`src/rtl/servo_pwm_decoder.sv`:
```
// Servo PWM decoder: measures the pulse width of an asynchronous servo signal in
// 2 us ticks, converts it to an angle of 0..180 degrees and monitors signal loss.
module servo_pwm_decoder #(
  parameter int CLK_FREQ = 50_000_000
) (
  input  logic       clk,
  input  logic       rst_n,
  input  logic       pwm_in,
  output logic [7:0] angle,
  output logic       angle_upd,
  output logic       signal_ok,
  output logic       pulse_err
);

  localparam int TICK_DIV = CLK_FREQ / 500_000;
  localparam int PW       = (TICK_DIV > 1) ? $clog2(TICK_DIV) : 1;
  localparam logic [PW-1:0] PRESC_MAX = PW'(TICK_DIV - 1);

  localparam logic [13:0] TIMEOUT_TICKS = 14'd12500;
  localparam logic [10:0] W_MIN  = 11'd225;
  localparam logic [10:0] W_ZERO = 11'd250;
  localparam logic [10:0] W_FULL = 11'd1250;
  localparam logic [10:0] W_MAX  = 11'd1275;
  localparam logic [10:0] W_SAT  = 11'd2047;

  typedef enum logic [1:0] {
    SYNC      = 2'd0,
    WAIT_RISE = 2'd1,
    HIGH      = 2'd2
  } state_t;

  logic          meta_r;
  logic          sync_r;
  logic          sync_d_r;
  logic [1:0]    fill_r;
  logic [PW-1:0] presc_r;
  logic [10:0]   width_r;
  logic [13:0]   timeout_r;
  state_t        state_r;
  logic          cap_vld_r;
  logic [10:0]   cap_width_r;

  logic          rise_s;
  logic          fall_s;
  logic          wrap_s;
  logic          timeout_hit_s;
  logic [10:0]   width_eff_s;
  logic [8:0]    class_s;

  // Returns {accepted, angle} for a measured width in 2 us units.
  function automatic logic [8:0] classify(input logic [10:0] w);
    logic [17:0] offs;
    logic [17:0] prod;
    logic [17:0] quot;
    logic [8:0]  res;
    offs = {7'd0, w - W_ZERO};
    prod = offs * 18'd180;
    quot = prod / 18'd1000;
    if ((w < W_MIN) || (w > W_MAX)) begin
      res = {1'b0, 8'd0};
    end else if (w <= W_ZERO) begin
      res = {1'b1, 8'd0};
    end else if (w >= W_FULL) begin
      res = {1'b1, 8'd180};
    end else begin
      res = {1'b1, quot[7:0]};
    end
    return res;
  endfunction

  assign rise_s        = sync_r & ~sync_d_r;
  assign fall_s        = ~sync_r & sync_d_r;
  assign wrap_s        = (presc_r == PRESC_MAX);
  assign timeout_hit_s = wrap_s && !rise_s && (timeout_r == (TIMEOUT_TICKS - 14'd1));
  // The falling-edge cycle's own wrap is included so width = floor(high clocks / TICK_DIV).
  assign width_eff_s   = (wrap_s && (width_r != W_SAT)) ? (width_r + 11'd1) : width_r;
  assign class_s       = classify(cap_width_r);

  // Two-flop synchronizer, delayed copy for edge detection, and fill tracker.
  always_ff @(posedge clk or negedge rst_n) begin
    if (!rst_n) begin
      meta_r   <= 1'b0;
      sync_r   <= 1'b0;
      sync_d_r <= 1'b0;
      fill_r   <= 2'b00;
    end else begin
      meta_r   <= pwm_in;
      sync_r   <= meta_r;
      sync_d_r <= sync_r;
      fill_r   <= {fill_r[0], 1'b1};
    end
  end

  // Tick prescaler, re-phased on every rising edge.
  always_ff @(posedge clk or negedge rst_n) begin
    if (!rst_n) begin
      presc_r <= '0;
    end else if (rise_s || wrap_s) begin
      presc_r <= '0;
    end else begin
      presc_r <= presc_r + PW'(1);
    end
  end

  // Pulse width counter in ticks, saturating.
  always_ff @(posedge clk or negedge rst_n) begin
    if (!rst_n) begin
      width_r <= 11'd0;
    end else if (rise_s) begin
      width_r <= 11'd0;
    end else if ((state_r == HIGH) && wrap_s && (width_r != W_SAT)) begin
      width_r <= width_r + 11'd1;
    end else begin
      width_r <= width_r;
    end
  end

  // Ticks since the last rising edge, saturating at the loss-of-signal limit.
  always_ff @(posedge clk or negedge rst_n) begin
    if (!rst_n) begin
      timeout_r <= 14'd0;
    end else if (rise_s) begin
      timeout_r <= 14'd0;
    end else if (wrap_s && (timeout_r != TIMEOUT_TICKS)) begin
      timeout_r <= timeout_r + 14'd1;
    end else begin
      timeout_r <= timeout_r;
    end
  end

  // Pulse tracking FSM; captures the width on each falling edge seen in HIGH.
  always_ff @(posedge clk or negedge rst_n) begin
    if (!rst_n) begin
      state_r     <= SYNC;
      cap_vld_r   <= 1'b0;
      cap_width_r <= 11'd0;
    end else begin
      cap_vld_r <= 1'b0;
      if (timeout_hit_s) begin
        state_r <= SYNC;
      end else begin
        case (state_r)
          // Only trust the synchronizer once it holds post-reset samples.
          SYNC: begin
            if (fill_r[1] && !sync_r) begin
              state_r <= WAIT_RISE;
            end else begin
              state_r <= SYNC;
            end
          end
          WAIT_RISE: begin
            if (rise_s) begin
              state_r <= HIGH;
            end else begin
              state_r <= WAIT_RISE;
            end
          end
          HIGH: begin
            if (fall_s) begin
              state_r     <= WAIT_RISE;
              cap_vld_r   <= 1'b1;
              cap_width_r <= width_eff_s;
            end else begin
              state_r <= HIGH;
            end
          end
          default: begin
            state_r <= SYNC;
          end
        endcase
      end
    end
  end

  // Registered result stage: angle update, error strobe and signal health.
  always_ff @(posedge clk or negedge rst_n) begin
    if (!rst_n) begin
      angle     <= 8'd0;
      angle_upd <= 1'b0;
      pulse_err <= 1'b0;
      signal_ok <= 1'b0;
    end else begin
      angle_upd <= 1'b0;
      pulse_err <= 1'b0;
      if (cap_vld_r) begin
        if (class_s[8]) begin
          angle     <= class_s[7:0];
          angle_upd <= 1'b1;
          signal_ok <= 1'b1;
        end else begin
          pulse_err <= 1'b1;
          signal_ok <= 1'b0;
        end
      end else if (timeout_hit_s) begin
        signal_ok <= 1'b0;
      end else begin
        signal_ok <= signal_ok;
      end
    end
  end

endmodule
```
`config.mk`:
```
export PLATFORM = sky130hd
export DESIGN_NAME = servo_pwm_decoder
export DESIGN_NICKNAME = d
export VERILOG_FILES = /design/src/rtl/servo_pwm_decoder.sv
export SDC_FILE = /design/constraint.sdc
export NUM_CORES = 1
export LEC_CHECK = 0
export CORE_MARGIN = 2
export CORE_UTILIZATION = 49
export DETAILED_ROUTE_END_ITERATION = 10
export PLACE_DENSITY = 0.68
export SETUP_SLACK_MARGIN = 0.2
export SLEW_MARGIN = 20
export SYNTH_ARGS = -nofsm -noshare
export SYNTH_HDL_FRONTEND = slang
export SYNTH_SLANG_ARGS = --single-unit
```
`constraint.sdc`:
```
create_clock -name clk -period 8.77 [get_ports clk]
set_clock_uncertainty 0.15 [all_clocks]
set_input_delay 1.754 -clock clk [delete_from_list [all_inputs] [get_ports clk]]
set_output_delay 1.754 -clock clk [all_outputs]
set_load 0.05 [all_outputs]
```
==> impl_metrics.env <==
export IMPL_worstSetupEndpoint="angle[0]$_DFFE_PN0P_"
export IMPL_synthCells=807
export IMPL_netlist_top_cells_area="dfrtp_1 (23%), ha_1 (6.8%), nand2_1 (5.1%)"
export IMPL_postRouteAntennaNets=0
export IMPL_synth_seq_area_share=0.234
export IMPL_critPathBufInv=10
export IMPL_layout_nets=966
export IMPL_placed_cell_area_mm2=0.00751
export IMPL_dr_pass1_iters=5
export IMPL_hpwl_um=13900
export IMPL_synth_top_area_share=0.234
export IMPL_wl_per_cell_um=17.1
export IMPL_hold_class="flop to flop"
export IMPL_cp_max_fo=7
export IMPL_syn2layout_area_growth_pct=26.1
export IMPL_synth_edf_count=0
export IMPL_end_kind="flop"
export IMPL_dieHeight_um=120
export IMPL_drive_gt1_frac=0.242
export IMPL_crit_family="adder cells"
export IMPL_finalSetupViolCount=0
export IMPL_design_area_mm2=0.00837
export IMPL_cp_startpoint="cap_width_r[1]$_DFFE_PN0P_"
export IMPL_cts_root_buf="clkbuf_16"
export IMPL_final_instance_count_excl_fill=1094
export IMPL_holdPathStages=0
export IMPL_initial_core_util=0.501
export IMPL_rows=42
export IMPL_grt_max_degree=63
export IMPL_portBuffers=13
export IMPL_post_route_min_period_ns=8.59
export IMPL_viasPerCell=5.95
export IMPL_fmax_mhz=116
export IMPL_drv_cap=0
export IMPL_clk_latency_ns=0.32
export IMPL_synth_common_cells="nand2_1 (91), nor2_1 (88), dfrtp_1 (62), inv_1 (57), o21ai_0 (45)"
export IMPL_rsz0062_at_grt="true"
export IMPL_synth_distinct_cells=106
export IMPL_track_usage=0.264
export IMPL_crit_arrival_ns=8.67
export IMPL_start_kind="flop"
export IMPL_cts_htree_levels=3
export IMPL_path_clk_slew_ns=0.05
export IMPL_vias=6504
export IMPL_crit_slowest_cell="fa_1"
export IMPL_tns_ns=0
export IMPL_max_slew_margin_rel=0.351
export IMPL_post_route_period_util=0.980
export IMPL_first_iter_violations=673
export IMPL_routed_wl_um=18700
export IMPL_worst_slew_pin_slew_ns=0.967
export IMPL_yosys_warnings=0
export IMPL_hold_viol=0
export IMPL_antenna_found_initial=0
export IMPL_overflow=0
export IMPL_cp_required_ns=8.85
export IMPL_total_leakage_power_nw=3.69
export IMPL_irDropWorstVdd_v=0.000105
export IMPL_diodes=0
export IMPL_maxSlewViolCount=0
export IMPL_cts_sinks=62
export IMPL_power_density_mw_per_mm2=87.0
export IMPL_max_stage_delay_ns=0.50
export IMPL_cts_max_path_buffers=2
export IMPL_regToRegStartpoint="cap_width_r[1]$_DFFE_PN0P_"
export IMPL_globalplace_congestion=0.947
export IMPL_drc_errors=0
export IMPL_finalHoldWorstSlack_ns=0.201
export IMPL_cts_buffers=9
export IMPL_critPathKind="flop to flop"
export IMPL_syn_avg_cell_area_um2=8.23
export IMPL_synth_top_area_cell="dfrtp_1"
export IMPL_async_flop_share=1.00
export IMPL_r2r_end="angle[0]$_DFFE_PN0P_"
export IMPL_placedCellCount=1056
export IMPL_cts_tree="done"
export IMPL_die_x_um=120
export IMPL_grt_pass1_vias=6615
export IMPL_core_mm2=0.0132
export IMPL_r2r_cells=37
export IMPL_worst_path_most_repeated_cell="buf_4"
export IMPL_synth_area_mm2=0.00664
export IMPL_grt_pass1_wl_um=31400
export IMPL_synth_seq_cells=62
export IMPL_synth_ff_type="dfrtp_1"
export IMPL_cts_hold_buffers=0
export IMPL_status="finished clean"
export IMPL_crit_cells=37
export IMPL_io_pins=14
export IMPL_yosysMostFrequentCell="nand2_1"
export IMPL_die_area_mm2=0.0145
export IMPL_syn_nets=860
export IMPL_r2r_slack_ns=0.18
-- flip-flops by register name, indices dropped and copies added, names as in the netlist --
name         cells
angle            8
angle_upd        1
cap_vld_r        1
cap_width_r     11
fill_r           2
meta_r           1
presc_r          7
pulse_err        1
signal_ok        1
state_r          2
sync_d_r         1
sync_r           1
timeout_r       14
width_r         11
-- cell usage in the layout, fill, tap and decap left out, types with 4 or more instances in the layout --
master / n
buf_4: 102
nand2_1: 88
nor2_1: 85
dfrtp_1: 61
inv_1: 57
o21ai_0: 44
a21oi_1: 33
ha_1: 33
xnor2_1: 31
xor2_1: 28
nand3_1: 25
nor3_1: 18
fa_1: 14
clkdlybuf4s50_1: 12
and2_1: 10
o21a_1: 10
nand2b_1: 9
o211ai_1: 9
clkbuf_16: 9
a21o_1: 8
nand4_1: 8
nor2b_1: 6
nor4_1: 6
a31oi_1: 6
and3_1: 6
or3_1: 6
o211a_1: 6
mux2i_1: 6
o31ai_1: 5
o22ai_1: 5
a211oi_1: 5
nor2_2: 4
a211oi_2: 4
a21oi_2: 4
a211o_1: 4
nand2_2: 4
o32a_1: 4
maj3_1: 4
-- logic make-up (layout without fill, tap and decap cells) --
logic type | count (synthesis) | in the layout | share of synthesized area
flops | 62 | 62 | 0.234
mux | 14 | 14 | 0.0237
compound gates | 217 | 217 | 0.250
fa+ha+maj | 55 | 55 | 0.118
other cells | 1 | 1 | 0.000565
buf+inv | 78 | 189 | 0.0490
simple gates | 314 | 314 | 0.233
xor+xnor | 66 | 66 | 0.0925
-- layer usage --
| metal | vias up | track usage | wire, um |
|---|---|---|---|
| met5 | - | 0 | 0 |
| met2 | 188 | 0.465 | 9380 |
| met4 | 0 | 0.0908 | 481 |
| met1 | 3131 | 0.333 | 8180 |
| li1 | 3139 | - | - |
| met3 | 46 | 0.0321 | 658 |
-- final cells by class --
type	instances	area [um2]
clock inverter	7	95.1
inverter	57	214
tap	176	220
multi-input combinational	667	5150
timing repair buffer	116	911
sequential	62	1550
fill	1139	4870
clock buffer	9	225
-- how the worst min path moves through the flow --
| stage | start | endpoint | slack (ns) |
|---|---|---|---|
| floorplan | fill_r[0]$_DFF_PN0_ | fill_r[1]$_DFF_PN0_ | 0.18 |
| global placement | fill_r[0]$_DFF_PN0_ | fill_r[1]$_DFF_PN0_ | 0.18 |
| detailed placement | meta_r$_DFF_PN0_ | sync_r$_DFF_PN0_ | 0.19 |
| CTS | meta_r$_DFF_PN0_ | sync_r$_DFF_PN0_ | 0.20 |
| global route | fill_r[0]$_DFF_PN0_ | fill_r[1]$_DFF_PN0_ | 0.23 |
| finish | meta_r$_DFF_PN0_ | sync_r$_DFF_PN0_ | 0.20 |
-- power breakdown --
group          leakage [nW]  total (mW)  internal, mW  switching [mW]
Combinational          2.69      0.0401        0.0146          0.0255
Sequential            0.845       0.309         0.298          0.0110
Clock                 0.156       0.379         0.249           0.129
Total                  3.69       0.728         0.562           0.166
-- metrics by stage --
stage	setup slack (ns)	utilization	total power [mW]
2_1_floorplan	0.213	-	0.337
3_3_place_gp	0.116	0.567	0.349
3_5_place_dp	-0.0610	0.567	0.353
4_1_cts	0.204	0.616	0.736
5_1_grt	-0.217	0.632	0.753
6_report	0.179	0.632	0.728
-- timing repair --
| item | CTS | global route |
|---|---|---|
| setup endpoints to repair | 1 | 3 |
| pin swaps | 21 | 11 |
| resized for setup | 40 | 27 |
| setup buffers | 17 | 5 |
| cloned | 0 | 0 |
No activity file was read; power rests on OpenSTA's default activity.
==> variant 1 (same flow settings) <==
Re-encode `state_t` (3 states) as one-hot, 3 bits wide.
--- a/src/rtl/servo_pwm_decoder.sv
+++ b/src/rtl/servo_pwm_decoder.sv
@@ -23,10 +23,10 @@
   localparam logic [10:0] W_MAX  = 11'd1275;
   localparam logic [10:0] W_SAT  = 11'd2047;
 
-  typedef enum logic [1:0] {
-    SYNC      = 2'd0,
-    WAIT_RISE = 2'd1,
-    HIGH      = 2'd2
+  typedef enum logic [2:0] {
+    SYNC      = 3'b001,
+    WAIT_RISE = 3'b010,
+    HIGH      = 3'b100
   } state_t;
 
   logic          meta_r;
Function: no difference found for any inputs over 10 cycles, from zero or initial values and one cycle with rst_n low; not proved beyond that.
==> variant 1 against the unedited design <==
  * The run now ends with setup timing left
  * Final area up 2.3%
  * Clock power up 2%
  * Worst hold slack worse by 3.4 ps
  * Power up 2.0%
  * Area after synthesis down 4.3%
  * Wire length down 5.8%
  * Worst setup slack worse by 270 ps
  * Non-clock buffer count up 29
  * Sequential cell count up 1
  * Critical endpoint unchanged
  * Largest power group unchanged
==> variant 1: results (changes against the unedited design) <==
[global_route]
grt_max_degree = 64  ; +1.6%
grt_pass1_wl_um = 28300  ; -10%
antenna_found_initial = 0  ; unchanged
track_usage_pct = 24.5  ; -1.9 points
grt_pass1_vias = 6103  ; -7.7%

[synth]
synth_compound_area_share_pct = 24.3  ; -0.67 points
async_flop_share_pct = 100  ; unchanged
ys_warn_count = 0  ; unchanged
synth_nets = 808  ; -6.0%
ys_seq_area_share_pct = 24.8  ; +1.5 points
yosys-top-cells-count = nand2_1 (71), nor2_1 (69), dfrtp_1 (62), inv_1 (57), o21ai_0 (45)
synthXorXnorAreaFrac_pct = 10.4  ; +1.1 points
synth.distinct_cells = 100  ; -5.7%
synth_area_leaders = dfrtp_1 (24%), ha_1 (7.1%), xor2_1 (4.7%), xnor2_1 (4.5%), fa_1 (4.4%)
synth_ff_type = dfrtp_1
synth_fa_ha_area_share_pct = 11.8  ; +0.059 points
synthMuxAreaShare_pct = 2.23  ; -0.15 points

[worst_setup_path]
slowest_stage = fa_1
crit_type = flop to flop
cp_max_fo = 8  ; +1
rr_endpoint = angle[0]$_DFFE_PN0P_
reg2regPathDepth = 38  ; +2.7%
r2r_start = cap_width_r[1]$_DFFE_PN0P_
path_delay_family = compound AO/OA/AOI/OAI gates
cpPeakStageDelay_ps = 530  ; +30 ps
crit_arrival_ps = 8920  ; +250 ps

[cells_and_area]
antennaDiodeCount = 0  ; unchanged
fin_nets = 944  ; -2.3%
reg.largest.list = timeout_r: 14 flops, cap_width_r: 11 flops, width_r: 11 flops
drive_gt1_share_pct = 29.6  ; +5.4 points

[place]
portBuffers = 13  ; unchanged
dp_hpwl_um = 12300  ; -11%
place_area_sq_mm = 0.00740  ; -1.5%
gp_congestion = 0.960  ; +1.4%

[timing]
relSlewSlack_pct = 47.1  ; +12 points
fin_ws_ps = -88.5  ; -267 ps
setup-tns-final_ps = -88.5  ; -88.5 ps
setup_viol = 1  ; +1

[min_path]
min_delay_path_depth = 0  ; unchanged
hold_class = flop to flop

[status]
status = finished with violations
violations = setup timing

[clock_tree]
clock_latency_ps = 330
path_clk_slew_ps = 60
htree_levels = 3  ; unchanged
cts_buffers = 9  ; unchanged
root_buffer = clkbuf_16
clk_path_buf_depth = 2  ; unchanged

[power]
pwr-share-seq_pct = 42.8  ; +0.4 points
netSwitchingPower_w = 0.000172  ; +3.5%
powerSeq_w = 0.000318  ; +3%
vdd_drop_max_v = 0.000123  ; +17%
clkPwrFrac_pct = 52.1  ; about the same
p_leak_nw = 3.77  ; +2.2%

[route]
avgRoutedWirePerCell_um = 16.5  ; -3.5%
initialDrtViolationCount = 358  ; -47%
via_per_inst = 5.90  ; -0.83%
dr.pass1.iters = 5  ; unchanged

## variant 1: cell types whose count changed after synthesis, moves of 6 or more
cell,change
a21o_1,+7
and3_1,+6
mux2i_1,+6
nand2_1,-20
nand3_1,-8
nor2_1,-19
or3_1,+8
## variant 1: layer usage
layer,global-route usage [%],vias to the layer above,part of all wire (%),wire (um)
li1,-,2994,-,-
met5,0,-,0,0
met3,3.88,34,3.8,662
met1,30.9,3101,43,7580
met4,8.06,0,1.8,312
met2,42.7,168,51,9060
## variant 1: worst min path at each step
stage / startpoint / end / slack (ps)
final: meta_r$_DFF_PN0_ / sync_r$_DFF_PN0_ / 200
after global routing: meta_r$_DFF_PN0_ / sync_r$_DFF_PN0_ / 200
after CTS: meta_r$_DFF_PN0_ / sync_r$_DFF_PN0_ / 200
after detailed placement: meta_r$_DFF_PN0_ / sync_r$_DFF_PN0_ / 190
after global placement: fill_r[0]$_DFF_PN0_ / fill_r[1]$_DFF_PN0_ / 180
after floorplan: fill_r[0]$_DFF_PN0_ / fill_r[1]$_DFF_PN0_ / 180
## variant 1: cell type report
type,instances,area (sq um)
timing repair buffer,145,1150
multi-input combinational,615,5080
fill,971,4060
clock inverter,6,92.6
tap,172,215
inverter,57,214
clock buffer,10,229
sequential,63,1580
## variant 1: metrics by stage
stage | setup WS [ps] | hold WS, ps | util, % | cells
2_1_floorplan | 203 | 181 | - | 755
3_3_place_gp | -168 | 182 | 58.6 | 1010
3_5_place_dp | -473 | 189 | 58.6 | 1010
4_1_cts | 205 | 199 | 64.6 | 1048
5_1_grt | -449 | 202 | 67.9 | 1068
6_report | -88.5 | 197 | 67.9 | 1068
## variant 1: what timing repair did
item | in CTS | in global routing
resized for setup | 54 | 50
buffers inserted | 22 | 20
setup endpoints to repair | 2 | 2
pin swaps | 41 | 44
==> variant 2 (config.mk and constraints unchanged) <==
Made on the original files. Change the parameter `CLK_FREQ` from 50_000_000 to 12_500_000.
--- a/src/rtl/servo_pwm_decoder.sv
+++ b/src/rtl/servo_pwm_decoder.sv
@@ -1,7 +1,7 @@
 // Servo PWM decoder: measures the pulse width of an asynchronous servo signal in
 // 2 us ticks, converts it to an angle of 0..180 degrees and monitors signal loss.
 module servo_pwm_decoder #(
-  parameter int CLK_FREQ = 50_000_000
+  parameter int CLK_FREQ = 12_500_000
 ) (
   input  logic       clk,
   input  logic       rst_n,
Behaviour: no difference found for any inputs over 10 cycles, from zero or initial values and one cycle with rst_n low; that may be too few to reach the edited logic, so the function may still have changed.
==> variant 2 against the unedited design <==
  * Core utilization increased by 6.8 points
  * Final area rose by 6.4%
  * Sequential cell count decreased by 2
  * Critical path type unchanged
  * Maximum frequency down 3.7%
  * Area after synthesis fell by 3.1%
  * Largest cell class unchanged
  * Worst setup slack lost 330 ps
  * Count of clock-buffer cells in the layout is the same
  * Wire length decreased by 3.8%
  * Final cell count increased by 2.4%
  * Synthesized cell count decreased by 4.5%
  * The flow now finishes with violations (setup timing)
Power is not compared: it rests on default switching activity, and its combinational part moved more than twofold at a synthesized area within 25%.
==> variant 2: results (changes against the unedited design) <==
[power]
netSwitchingPower_w = 0.000269
vdd_drop_max_v = 0.000161
p_leak_nw = 4.03

[synth]
ys_seq_area_share_pct = 23.3  ; -0.023 points
synthXorXnorAreaFrac_pct = 9.49  ; +0.24 points
synth.distinct_cells = 99  ; -6.6%
synth_compound_area_share_pct = 23.4  ; -1.6 points
async_flop_share_pct = 100  ; unchanged
synth_nets = 825  ; -4.1%
synthMuxAreaShare_pct = 3.02  ; +0.64 points
synth_area_leaders = dfrtp_1 (23%), ha_1 (7.2%), nor2_1 (4.9%), xnor2_1 (4.6%), xor2_1 (4.5%)
synth_fa_ha_area_share_pct = 12.0  ; +0.26 points
ys_warn_count = 0  ; unchanged
yosys-top-cells-count = nor2_1 (84), nand2_1 (68), dfrtp_1 (60), inv_1 (57), o21ai_0 (50)

[global_route]
antenna_found_initial = 0  ; unchanged
grt_pass1_vias = 6358  ; -3.9%
track_usage_pct = 25.3  ; -1.1 points
grt_pass1_wl_um = 29800  ; -5.2%
grt_max_degree = 61  ; -3.2%

[cells_and_area]
antennaDiodeCount = 0  ; unchanged
reg.largest.list = timeout_r: 14 flops, cap_width_r: 11 flops, width_r: 11 flops
drive_gt1_share_pct = 33.1  ; +8.9 points
fillerInstances = 961  ; -16%
fin_nets = 997  ; +3.2%

[place]
dp_worst_setup_slack_ps = -256  ; -195 ps
gp_congestion = 0.897  ; -5.2%
dp_hpwl_um = 12800  ; -7.7%
portBuffers = 13  ; unchanged

[status]
violations = setup timing
status = finished with violations

[clock_tree]
htree_levels = 3  ; unchanged
clock_latency_ps = 330
path_clk_slew_ps = 60
cts_buffers = 9  ; unchanged
root_buffer = clkbuf_16
clk_path_buf_depth = 2  ; unchanged

[route]
initialDrtViolationCount = 513  ; -24%
avgRoutedWirePerCell_um = 16.1  ; -6.0%
drc_errors = 0  ; unchanged
dr.pass1.iters = 5  ; unchanged
via_per_inst = 5.71  ; -4.0%

[min_path]
min_from = meta_r$_DFF_PN0_
hold_class = flop to flop

[worst_setup_path]
crit_arrival_ps = 9000  ; +330 ps
cpPeakStageDelay_ps = 500  ; about the same
crit_path_start = cap_width_r[1]$_DFFE_PN0P_
cp_max_fo = 5  ; -2
slowest_stage = fa_1

[timing]
setup-tns-final_ps = -155  ; -155 ps
fin_ws_ps = -155  ; -334 ps
worst_pin_slew_ps = 788  ; -179 ps
setup_viol = 1  ; +1

## variant 2: changes by cell type in the layout (fill, tap and decap cells not counted), sizes merged, moves of 6 or more
cell,unedited run,this run
nand2,92,69
nand2b,10,3
nand3,27,33
buf,104,172
o21ai,47,57
o32ai,7,0
## variant 2: area by class of cell
class / instances / area share, %
clock inverters: 7 / 1.64
well taps: 172 / 2.42
multi-input cells: 630 / 57.9
repair buffers: 184 / 16.2
clock buffers: 9 / 2.53
flip-flops and latches: 60 / 16.9
inverters: 58 / 2.45
## variant 2: cell families after synthesis
kind of cell,count (synthesis)
other,1
AND/OR/NAND/NOR,287
buffers and inverters,81
flip-flops,60
multiplexers,17
adder cells (fa/ha/maj),54
XOR/XNOR,68
AO/OA/AOI/OAI,203
## variant 2: worst paths after layout
kind                                                   end  slack [ps]  depth (start not counted)
worst min register to register            sync_r$_DFF_PN0_         200                          0
worst max-delay path                  angle[0]$_DFFE_PN0P_        -160                         41
min in group asynchronous        timeout_r[12]$_DFFE_PN0P_        1430                          2
max in group asynchronous       cap_width_r[3]$_DFFE_PN0P_        6520                          2
worst max register to register        angle[0]$_DFFE_PN0P_        -160                         41
worst min-delay path                      sync_r$_DFF_PN0_         200                          0
## variant 2: layer usage
layer  vias up  share of wire (%)  GRT usage, %
li1       3119                  -             -
met1      3053                 43          31.3
met2       167                 51          44.9
met3        53                3.2          3.47
met4         0                3.1          8.93
met5         -                  0             0
## variant 2: critical path: cells and delay by family (launching register included)
| kind | cells | cell delay [ps] |
|---|---|---|
| compound gates | 10 | 2240 |
| simple gates | 8 | 1610 |
| fa+ha+maj | 5 | 1610 |
| buf+inv | 11 | 1260 |
| mux | 4 | 1130 |
| xor+xnor | 3 | 400 |
| flops | 1 | 390 |
## variant 2: power groups by stage
stage               clock network [W]  logic, W  registers [W]
floorplan                           0  0.000135       0.000303
global placement                    0  0.000194       0.000303
detailed placement                  0  0.000199       0.000305
CTS                          0.000444  0.000218       0.000300
global route                 0.000457  0.000257       0.000302
finish                       0.000440  0.000237       0.000300
## variant 2: repair_timing
action	CTS	global route
pin swaps	50	44
endpoints found under the setup margin	2	3
buffers inserted	43	16
resized for setup	51	38
## variant 2: through the flow
step	util, %	cell area [sq um]	instances	hold slack (ps)
finish	70.0	8900	1120	201
global route	70.0	8900	1120	216
CTS	67.5	8580	1104	203
detailed placement	60.0	7640	1045	189
global placement	60.0	7640	1045	189
floorplan	-	6600	771	181
